$ cat src/rtl/alu_pkg.sv
// Shared opcode and FSM encodings for the registered ALU (alu_pipe) and its multiplier.
package alu_pkg;

  localparam int OP_W = 4;

  localparam logic [OP_W-1:0] OP_ADD  = 4'd0;
  localparam logic [OP_W-1:0] OP_SUB  = 4'd1;
  localparam logic [OP_W-1:0] OP_XOR  = 4'd2;
  localparam logic [OP_W-1:0] OP_SLT  = 4'd3;
  localparam logic [OP_W-1:0] OP_AND  = 4'd4;
  localparam logic [OP_W-1:0] OP_NAND = 4'd5;
  localparam logic [OP_W-1:0] OP_NOR  = 4'd6;
  localparam logic [OP_W-1:0] OP_OR   = 4'd7;
  localparam logic [OP_W-1:0] OP_MUL  = 4'd8;

  localparam logic [0:0] ST_IDLE = 1'b0;
  localparam logic [0:0] ST_MUL  = 1'b1;

endpackage

$ cat src/rtl/alu_if.sv
// Operation/result handshake bundle between the register-file read stage, alu_pipe and writeback.
interface alu_if #(
  parameter int WIDTH = 32
);
  import alu_pkg::*;

  logic             in_valid;
  logic             in_ready;
  logic [OP_W-1:0]  op;
  logic [WIDTH-1:0] a;
  logic [WIDTH-1:0] b;
  logic             out_valid;
  logic             out_ready;
  logic [WIDTH-1:0] result;
  logic             carry;
  logic             overflow;
  logic             zero;
  logic             illegal;

  modport master (
    output in_valid, op, a, b, out_ready,
    input  in_ready, out_valid, result, carry, overflow, zero, illegal
  );

  modport slave (
    input  in_valid, op, a, b, out_ready,
    output in_ready, out_valid, result, carry, overflow, zero, illegal
  );

endinterface

$ cat src/rtl/alu_mul_seq.sv
// Unsigned shift-add multiplier, one partial product per cycle for WIDTH cycles.
// Only instantiated when ALU_MUL_EN is defined.
module alu_mul_seq #(
  parameter int WIDTH = 32
) (
  input  logic               clk,
  input  logic               rst_n,
  input  logic               start,
  input  logic [WIDTH-1:0]   a,
  input  logic [WIDTH-1:0]   b,
  output logic               done,
  output logic [2*WIDTH-1:0] prod
);

  localparam int CNT_W = $clog2(WIDTH + 1);

  logic               busy_q, busy_d;
  logic [CNT_W-1:0]   cnt_q, cnt_d;
  logic [2*WIDTH-1:0] mcand_q, mcand_d;
  logic [2*WIDTH-1:0] acc_q, acc_d;
  logic [WIDTH-1:0]   mplier_q, mplier_d;
  logic [2*WIDTH-1:0] acc_step;

  always_comb begin
    acc_step = acc_q + (mplier_q[0] ? mcand_q : '0);
    busy_d   = busy_q;
    cnt_d    = cnt_q;
    mcand_d  = mcand_q;
    acc_d    = acc_q;
    mplier_d = mplier_q;
    if (start) begin
      busy_d   = 1'b1;
      cnt_d    = CNT_W'(WIDTH);
      mcand_d  = {{WIDTH{1'b0}}, a};
      mplier_d = b;
      acc_d    = '0;
    end else if (busy_q) begin
      acc_d    = acc_step;
      mcand_d  = mcand_q << 1;
      mplier_d = mplier_q >> 1;
      cnt_d    = cnt_q - CNT_W'(1);
      if (cnt_q == CNT_W'(1)) busy_d = 1'b0;
    end
  end

  // The final partial sum is handed out combinationally so the caller can
  // register it on the last iteration edge.
  assign done = busy_q && (cnt_q == CNT_W'(1));
  assign prod = acc_step;

  always_ff @(posedge clk or negedge rst_n) begin
    if (!rst_n) begin
      busy_q <= 1'b0;
      cnt_q  <= '0;
    end else begin
      busy_q <= busy_d;
      cnt_q  <= cnt_d;
    end
  end

  always_ff @(posedge clk) begin
    mcand_q  <= mcand_d;
    acc_q    <= acc_d;
    mplier_q <= mplier_d;
  end

endmodule

$ cat src/rtl/alu_pipe.sv
// Registered ALU with valid/ready on both sides and a one-entry result register.
// Define ALU_MUL_EN to add the iterative multiplier (op 8); otherwise op 8 is illegal.
module alu_pipe
  import alu_pkg::*;
#(
  parameter int WIDTH = 32
) (
  input  logic  clk,
  input  logic  rst_n,
  alu_if.slave  bus
);

  logic             accept;
  logic             idle;
  logic             in_ready;
  logic             is_mul;
  logic [WIDTH:0]   sum;
  logic [WIDTH:0]   diff;
  logic             ovf_add, ovf_sub;
  logic [WIDTH-1:0] res_c;
  logic             carry_c, ovf_c, ill_c;

  logic             ld;
  logic [WIDTH-1:0] ld_res;
  logic             ld_carry, ld_ovf, ld_ill;

  logic             out_valid_q, out_valid_d;
  logic [WIDTH-1:0] result_q, result_d;
  logic             carry_q, carry_d;
  logic             overflow_q, overflow_d;
  logic             zero_q, zero_d;
  logic             illegal_q, illegal_d;

  function automatic logic sgn_ovf(input logic xs, input logic ys, input logic rs);
    return (xs == ys) && (rs != xs);
  endfunction

`ifdef ALU_MUL_EN
  logic [0:0]         state_q, state_d;
  logic               mul_start, mul_done;
  logic [2*WIDTH-1:0] mul_prod;

  assign idle      = (state_q == ST_IDLE);
  assign mul_start = accept && is_mul;

  alu_mul_seq #(.WIDTH(WIDTH)) u_mul (
    .clk   (clk),
    .rst_n (rst_n),
    .start (mul_start),
    .a     (bus.a),
    .b     (bus.b),
    .done  (mul_done),
    .prod  (mul_prod)
  );
`else
  assign idle = 1'b1;
`endif

  assign in_ready = idle && (!out_valid_q || bus.out_ready);
  assign accept   = bus.in_valid && in_ready;

  assign sum     = {1'b0, bus.a} + {1'b0, bus.b};
  assign diff    = {1'b0, bus.a} + {1'b0, ~bus.b} + (WIDTH + 1)'(1);
  assign ovf_add = sgn_ovf(bus.a[WIDTH-1], bus.b[WIDTH-1], sum[WIDTH-1]);
  assign ovf_sub = sgn_ovf(bus.a[WIDTH-1], ~bus.b[WIDTH-1], diff[WIDTH-1]);

  always_comb begin
    res_c   = '0;
    carry_c = 1'b0;
    ovf_c   = 1'b0;
    ill_c   = 1'b0;
    is_mul  = 1'b0;
    case (bus.op)
      OP_ADD:  begin res_c = sum[WIDTH-1:0];  carry_c = sum[WIDTH];  ovf_c = ovf_add; end
      OP_SUB:  begin res_c = diff[WIDTH-1:0]; carry_c = diff[WIDTH]; ovf_c = ovf_sub; end
      OP_SLT:  begin
        // Signed less-than is N xor V of a-b, which stays correct across overflow.
        res_c = {{(WIDTH-1){1'b0}}, diff[WIDTH-1] ^ ovf_sub};
        ovf_c = ovf_sub;
      end
      OP_XOR:  res_c = bus.a ^ bus.b;
      OP_AND:  res_c = bus.a & bus.b;
      OP_NAND: res_c = ~(bus.a & bus.b);
      OP_NOR:  res_c = ~(bus.a | bus.b);
      OP_OR:   res_c = bus.a | bus.b;
`ifdef ALU_MUL_EN
      OP_MUL:  is_mul = 1'b1;
`endif
      default: ill_c = 1'b1;
    endcase
  end

  // Result register load select: single-cycle op at accept, or multiplier completion.
  always_comb begin
    ld       = accept && !is_mul;
    ld_res   = res_c;
    ld_carry = carry_c;
    ld_ovf   = ovf_c;
    ld_ill   = ill_c;
`ifdef ALU_MUL_EN
    state_d = state_q;
    if (accept && is_mul) state_d = ST_MUL;
    if ((state_q == ST_MUL) && mul_done) begin
      ld       = 1'b1;
      ld_res   = mul_prod[WIDTH-1:0];
      ld_carry = |mul_prod[2*WIDTH-1:WIDTH];
      ld_ovf   = 1'b0;
      ld_ill   = 1'b0;
      state_d  = ST_IDLE;
    end
`endif
  end

  always_comb begin
    out_valid_d = out_valid_q;
    result_d    = result_q;
    carry_d     = carry_q;
    overflow_d  = overflow_q;
    zero_d      = zero_q;
    illegal_d   = illegal_q;
    if (bus.out_ready) out_valid_d = 1'b0;
    if (ld) begin
      out_valid_d = 1'b1;
      result_d    = ld_res;
      carry_d     = ld_carry;
      overflow_d  = ld_ovf;
      zero_d      = (ld_res == '0);
      illegal_d   = ld_ill;
    end
  end

  always_ff @(posedge clk or negedge rst_n) begin
    if (!rst_n) begin
      out_valid_q <= 1'b0;
      result_q    <= '0;
      carry_q     <= 1'b0;
      overflow_q  <= 1'b0;
      zero_q      <= 1'b1;
      illegal_q   <= 1'b0;
`ifdef ALU_MUL_EN
      state_q     <= ST_IDLE;
`endif
    end else begin
      out_valid_q <= out_valid_d;
      result_q    <= result_d;
      carry_q     <= carry_d;
      overflow_q  <= overflow_d;
      zero_q      <= zero_d;
      illegal_q   <= illegal_d;
`ifdef ALU_MUL_EN
      state_q     <= state_d;
`endif
    end
  end

  assign bus.in_ready  = in_ready;
  assign bus.out_valid = out_valid_q;
  assign bus.result    = result_q;
  assign bus.carry     = carry_q;
  assign bus.overflow  = overflow_q;
  assign bus.zero      = zero_q;
  assign bus.illegal   = illegal_q;

endmodule
$ cat src/flat_wrapper.sv
// flat-port wrapper written by rule: the top's interface ports become plain ports
module alu_pipe_flat import alu_pkg::*;
#(
  parameter int WIDTH = 32
)
  (clk, rst_n, bus_in_valid, bus_op, bus_a, bus_b, bus_out_ready, bus_in_ready, bus_out_valid, bus_result, bus_carry, bus_overflow, bus_zero, bus_illegal);
  alu_if #(.WIDTH(WIDTH)) bus_i ();
  input  logic clk;
  input  logic rst_n;
  input wire logic [$bits(bus_i.in_valid)-1:0] bus_in_valid;
  input wire logic [$bits(bus_i.op)-1:0] bus_op;
  input wire logic [$bits(bus_i.a)-1:0] bus_a;
  input wire logic [$bits(bus_i.b)-1:0] bus_b;
  input wire logic [$bits(bus_i.out_ready)-1:0] bus_out_ready;
  output wire logic [$bits(bus_i.in_ready)-1:0] bus_in_ready;
  output wire logic [$bits(bus_i.out_valid)-1:0] bus_out_valid;
  output wire logic [$bits(bus_i.result)-1:0] bus_result;
  output wire logic [$bits(bus_i.carry)-1:0] bus_carry;
  output wire logic [$bits(bus_i.overflow)-1:0] bus_overflow;
  output wire logic [$bits(bus_i.zero)-1:0] bus_zero;
  output wire logic [$bits(bus_i.illegal)-1:0] bus_illegal;
  assign bus_i.in_valid = bus_in_valid;
  assign bus_i.op = bus_op;
  assign bus_i.a = bus_a;
  assign bus_i.b = bus_b;
  assign bus_i.out_ready = bus_out_ready;
  assign bus_in_ready = bus_i.in_ready;
  assign bus_out_valid = bus_i.out_valid;
  assign bus_result = bus_i.result;
  assign bus_carry = bus_i.carry;
  assign bus_overflow = bus_i.overflow;
  assign bus_zero = bus_i.zero;
  assign bus_illegal = bus_i.illegal;
  alu_pipe #(.WIDTH(WIDTH)) u_core (.clk(clk), .rst_n(rst_n), .bus(bus_i));
endmodule
$ cat config.mk
export PLATFORM = sky130hd
export DESIGN_NAME = alu_pipe_flat
export DESIGN_NICKNAME = d
export VERILOG_FILES = /design/src/rtl/alu_pkg.sv /design/src/rtl/alu_if.sv /design/src/rtl/alu_mul_seq.sv /design/src/rtl/alu_pipe.sv /design/src/flat_wrapper.sv
export SDC_FILE = /design/constraint.sdc
export NUM_CORES = 1
export LEC_CHECK = 0
export ABC_CLOCK_PERIOD_IN_PS = 3100
export BUFFER_PORTS_ARGS = -buffer_cell sky130_fd_sc_hd__buf_2
export CAP_MARGIN = 20
export CORE_UTILIZATION = 54
export CTS_CLUSTER_DIAMETER = 80
export DETAILED_ROUTE_END_ITERATION = 8
export GPL_TIMING_DRIVEN = 0
export PLACE_DENSITY = 0.76
export SYNTH_ARGS = -nofsm -noshare
export SYNTH_HDL_FRONTEND = slang
export SYNTH_SLANG_ARGS = --single-unit
$ cat constraint.sdc
create_clock -name clk -period 3.1 [get_ports clk]
set_input_delay 0 -clock clk [delete_from_list [all_inputs] [get_ports clk]]
set_output_delay 0 -clock clk [all_outputs]
set_load 0.1 [all_outputs]
==> results.sh <==
export IMPL_hold_path_class="in -> reg"
export IMPL_clock_sinks=37
export IMPL_ant_nets=0
export IMPL_syn_inst=1050
export IMPL_num_vias=8937
export IMPL_synth_top_area_share_pct=16.94
export IMPL_worstSetupStartpoint="bus_a[12]"
export IMPL_drt_iter0_markers=1353
export IMPL_min_to="u_core.bus.out_valid"
export IMPL_clk_latency_ns=0.28
export IMPL_synth_edf_count=0
export IMPL_instances_no_fill=1389
export IMPL_syn_nets=1227
export IMPL_io_buffer_count=106
export IMPL_grt_pass1_vias=8010
export IMPL_synth_commonest_cells="115 x nand2_1, 103 x ha_1, 98 x inv_1"
export IMPL_ys_seq_area_share_pct=12.18
export IMPL_async_reset_ff_share_pct=100.0
export IMPL_finalMaxSlewViolations=0
export IMPL_setup_viol=1
export IMPL_ys_types=92
export IMPL_p_comb_share_pct=67.0
export IMPL_r2r_end="u_core.bus.zero"
export IMPL_grt_setup_unrepaired="yes"
export IMPL_period_share_pct=102.2
export IMPL_fillers=1178
export IMPL_path_buf_inv=4
export IMPL_synth_most_common_cell="nand2_1"
export IMPL_clock_power_share_pct=15.4
export IMPL_clock_path_buffers=2
export IMPL_cp_arrival_ns=3.39
export IMPL_slew_headroom_pct=34.83
export IMPL_slowest_delay_ns=0.48
export IMPL_crit_family="compound AO/OA/AOI/OAI gates"
export IMPL_syn_mean_instance_area_um2=7.247
export IMPL_cellLeakagePower_nw=4.450
export IMPL_whs_ns=0.004453
export IMPL_cts_buffers=5
export IMPL_cp_required_ns=3.32
export IMPL_wl_per_cell_um=19.90
export IMPL_rows=43
export IMPL_wl_met2_mm=12.24
export IMPL_hold_depth=3
export IMPL_crit_path_top_delay_cell="a2111o_1"
export IMPL_cts_tree="built"
export IMPL_syn2layout_area_growth_pct=25.32
export IMPL_p_per_area_mw_per_mm2=359.7
export IMPL_topRoutingLayerUsed="met4"
export IMPL_multi_input_area_mm2=0.006588
export IMPL_cap_violations=0
export IMPL_status="finished with violations"
export IMPL_coreArea_mm2=0.01383
export IMPL_final_nets=1385
export IMPL_min_from="bus_out_ready"
export IMPL_worstSetupPathType="in -> reg"
export IMPL_htreeDepth=2
export IMPL_avgViaCountPerCell=6.434
export IMPL_yosys_area_top_type="ha_1"
export IMPL_synthesis_area_mm2=0.007610
export IMPL_routed_wl_mm=27.65
export IMPL_grt_ovfl_total=0
export IMPL_endpoint_kind="flop"
export IMPL_p_sw_mw=1.848
export IMPL_dp_cells=1338
export IMPL_drc=0
export IMPL_synthTopCellsByArea="ha_1 17%, dfrtp_1 12%, nand2_1 5.7%"
export IMPL_cp_start_kind="input port"
export IMPL_antenna_found_initial=0
export IMPL_wl_met1_mm=11.67
export IMPL_drive_above_1_share_pct=25.31
export IMPL_crit_chain="buf_2 -> inv_1 -> ha_4 -> buf_8 -> and4_4 -> nand3_1 -> a2111o_1 -> a311oi_4 -> buf_4 -> a22oi_2 -> mux2i_1 -> o21ai_1 -> a211o_1 -> nor4b_4 -> and4_1 -> a32o_1"
export IMPL_r2r_cells=10
export IMPL_dp_hpwl_mm=20.89
export IMPL_power_frac_seq_pct=17.6
export IMPL_synth_top_flop_cell="dfrtp_1"
export IMPL_path_clk_slew_ns=0.05
export IMPL_start_util_pct=55.04
export IMPL_grt_max_degree=38
export IMPL_ys_seq_elements=37
export IMPL_swShare_pct=53.87
export IMPL_dieArea_mm2=0.01457
export IMPL_grt_pass1_wl_mm=42.37
export IMPL_yosys_warnings=0
export IMPL_diodes=0
export IMPL_critPathMaxFanout=10
export IMPL_wl_met3_mm=3.059
export IMPL_io_pin_count=110
export IMPL_chipWidth_um=120.7
export IMPL_die_h_um=120.7
export IMPL_fin_worst_skew_ns=0.002330
export IMPL_post_route_min_period_ns=3.167
export IMPL_cts_root_buf="clkbuf_16"
export IMPL_r2r_slack_ns=0.42
export IMPL_grt_usage_pct=36.51
export IMPL_gp_congestion=0.9581
export IMPL_clock_fmax_ghz=0.3157
export IMPL_violations="setup timing"
export IMPL_fin_ws_ns=-0.06715
export IMPL_hold_viol_final=0
export IMPL_dr_pass1_iters=6
export IMPL_irDropWorstVdd_uv=293.5
export IMPL_reg2reg_from="u_core.bus.out_valid"
export IMPL_p_int_mw=1.583
export IMPL_tightest_slew_ns=0.9701
export IMPL_ff_latch_area_um2=927.1
-- state kept, by name, indices dropped and copies added, names as in the netlist --
register              count
u_core.bus.carry          1
u_core.bus.illegal        1
u_core.bus.out_valid      1
u_core.bus.overflow       1
u_core.bus.result        32
u_core.bus.zero           1
-- power by group through the flow --
stage                     Clock [mW]  Combinational, mW  Sequential [mW]
after floorplan                    0              0.953             1.18
after global placement             0               1.99            0.607
after detailed placement           0               2.00            0.611
after CTS                      0.525               2.12            0.603
after global routing           0.545               2.42            0.613
final                          0.529               2.30            0.604
-- what timing repair did --
action / 4_1_cts / 5_1_grt
resized for setup: 63 / 90
hold buffers: 2 / 0
pin swaps: 31 / 48
hold endpoints to repair: 37 / 0
buffers inserted: 21 / 21
gates cloned: 0 / 1
setup endpoints to repair: 6 / 5
-- logic make-up (layout without fill, tap and decap cells) --
group	count (synthesis)	after routing	synth area share, %
simple gates	339	339	21.80
compound gates	324	324	29.71
buf+inv	166	325	9.043
fa+ha+maj	105	105	17.46
mux	41	41	5.426
xor+xnor	38	38	4.374
flops	37	37	12.18
-- worst max path at each step --
stage / to / slack, ns / depth (start not counted)
after floorplan: u_core.bus.zero / 0.04 / 10
after global placement: u_core.bus.zero / -0.78 / 15
after detailed placement: u_core.bus.zero / -0.82 / 14
after CTS: u_core.bus.zero / 0.0009 / 14
after global routing: u_core.bus.zero / -0.15 / 16
final: u_core.bus.zero / -0.07 / 16
-- cell usage in the layout, fill, tap and decap left out, drive strengths merged, types with 11 or more instances in the layout --
cell type	instances
buf	180
nand2	116
ha	103
inv	100
a21oi	79
nor2	75
o21ai	66
clkbuf	42
mux2i	39
xnor2	36
dfrtp	36
nand3	36
nor3	25
a21o	16
nand4	15
a31oi	15
o211ai	14
nor2b	14
nor4	11
-- through the flow --
stage / setup slack, ns / setup TNS [ns] / cell area [um^2] / utilization (%) / total power [mW]
after floorplan: 0.03651 / 0 / 7617 / - / 2.137
after global placement: -0.7840 / -3.110 / 8373 / 60.56 / 2.592
after detailed placement: -0.8164 / -3.586 / 8394 / 60.71 / 2.613
after CTS: 0.0008835 / 0 / 9051 / 65.46 / 3.252
after global routing: -0.1469 / -0.2171 / 9537 / 68.97 / 3.582
final: -0.06715 / -0.06715 / 9537 / 68.97 / 3.430
-- worst register-to-register path, delay by kind of cell, from the launching register on --
kind,cells,cell delay (ns)
flops,1,0.40
compound gates,3,0.53
simple gates,7,1.72
-- area by class of cell --
cell class	count	share of cell area (%)
plain buffers	65	3.713
clock buffers	7	1.601
repair buffers	152	9.486
clock inverters	1	0.05248
multi-input cells	847	69.08
well taps	180	2.362
flip-flops and latches	37	9.722
inverters	100	3.988
-- per-layer routing --
layer / vias up / global-route usage (%)
met5: - / 0
met4: 0 / 10.65
met2: 639 / 58.01
li1: 4093 / -
met1: 4126 / 51.70
met3: 79 / 4.057
(Power assumes the default switching activity.)
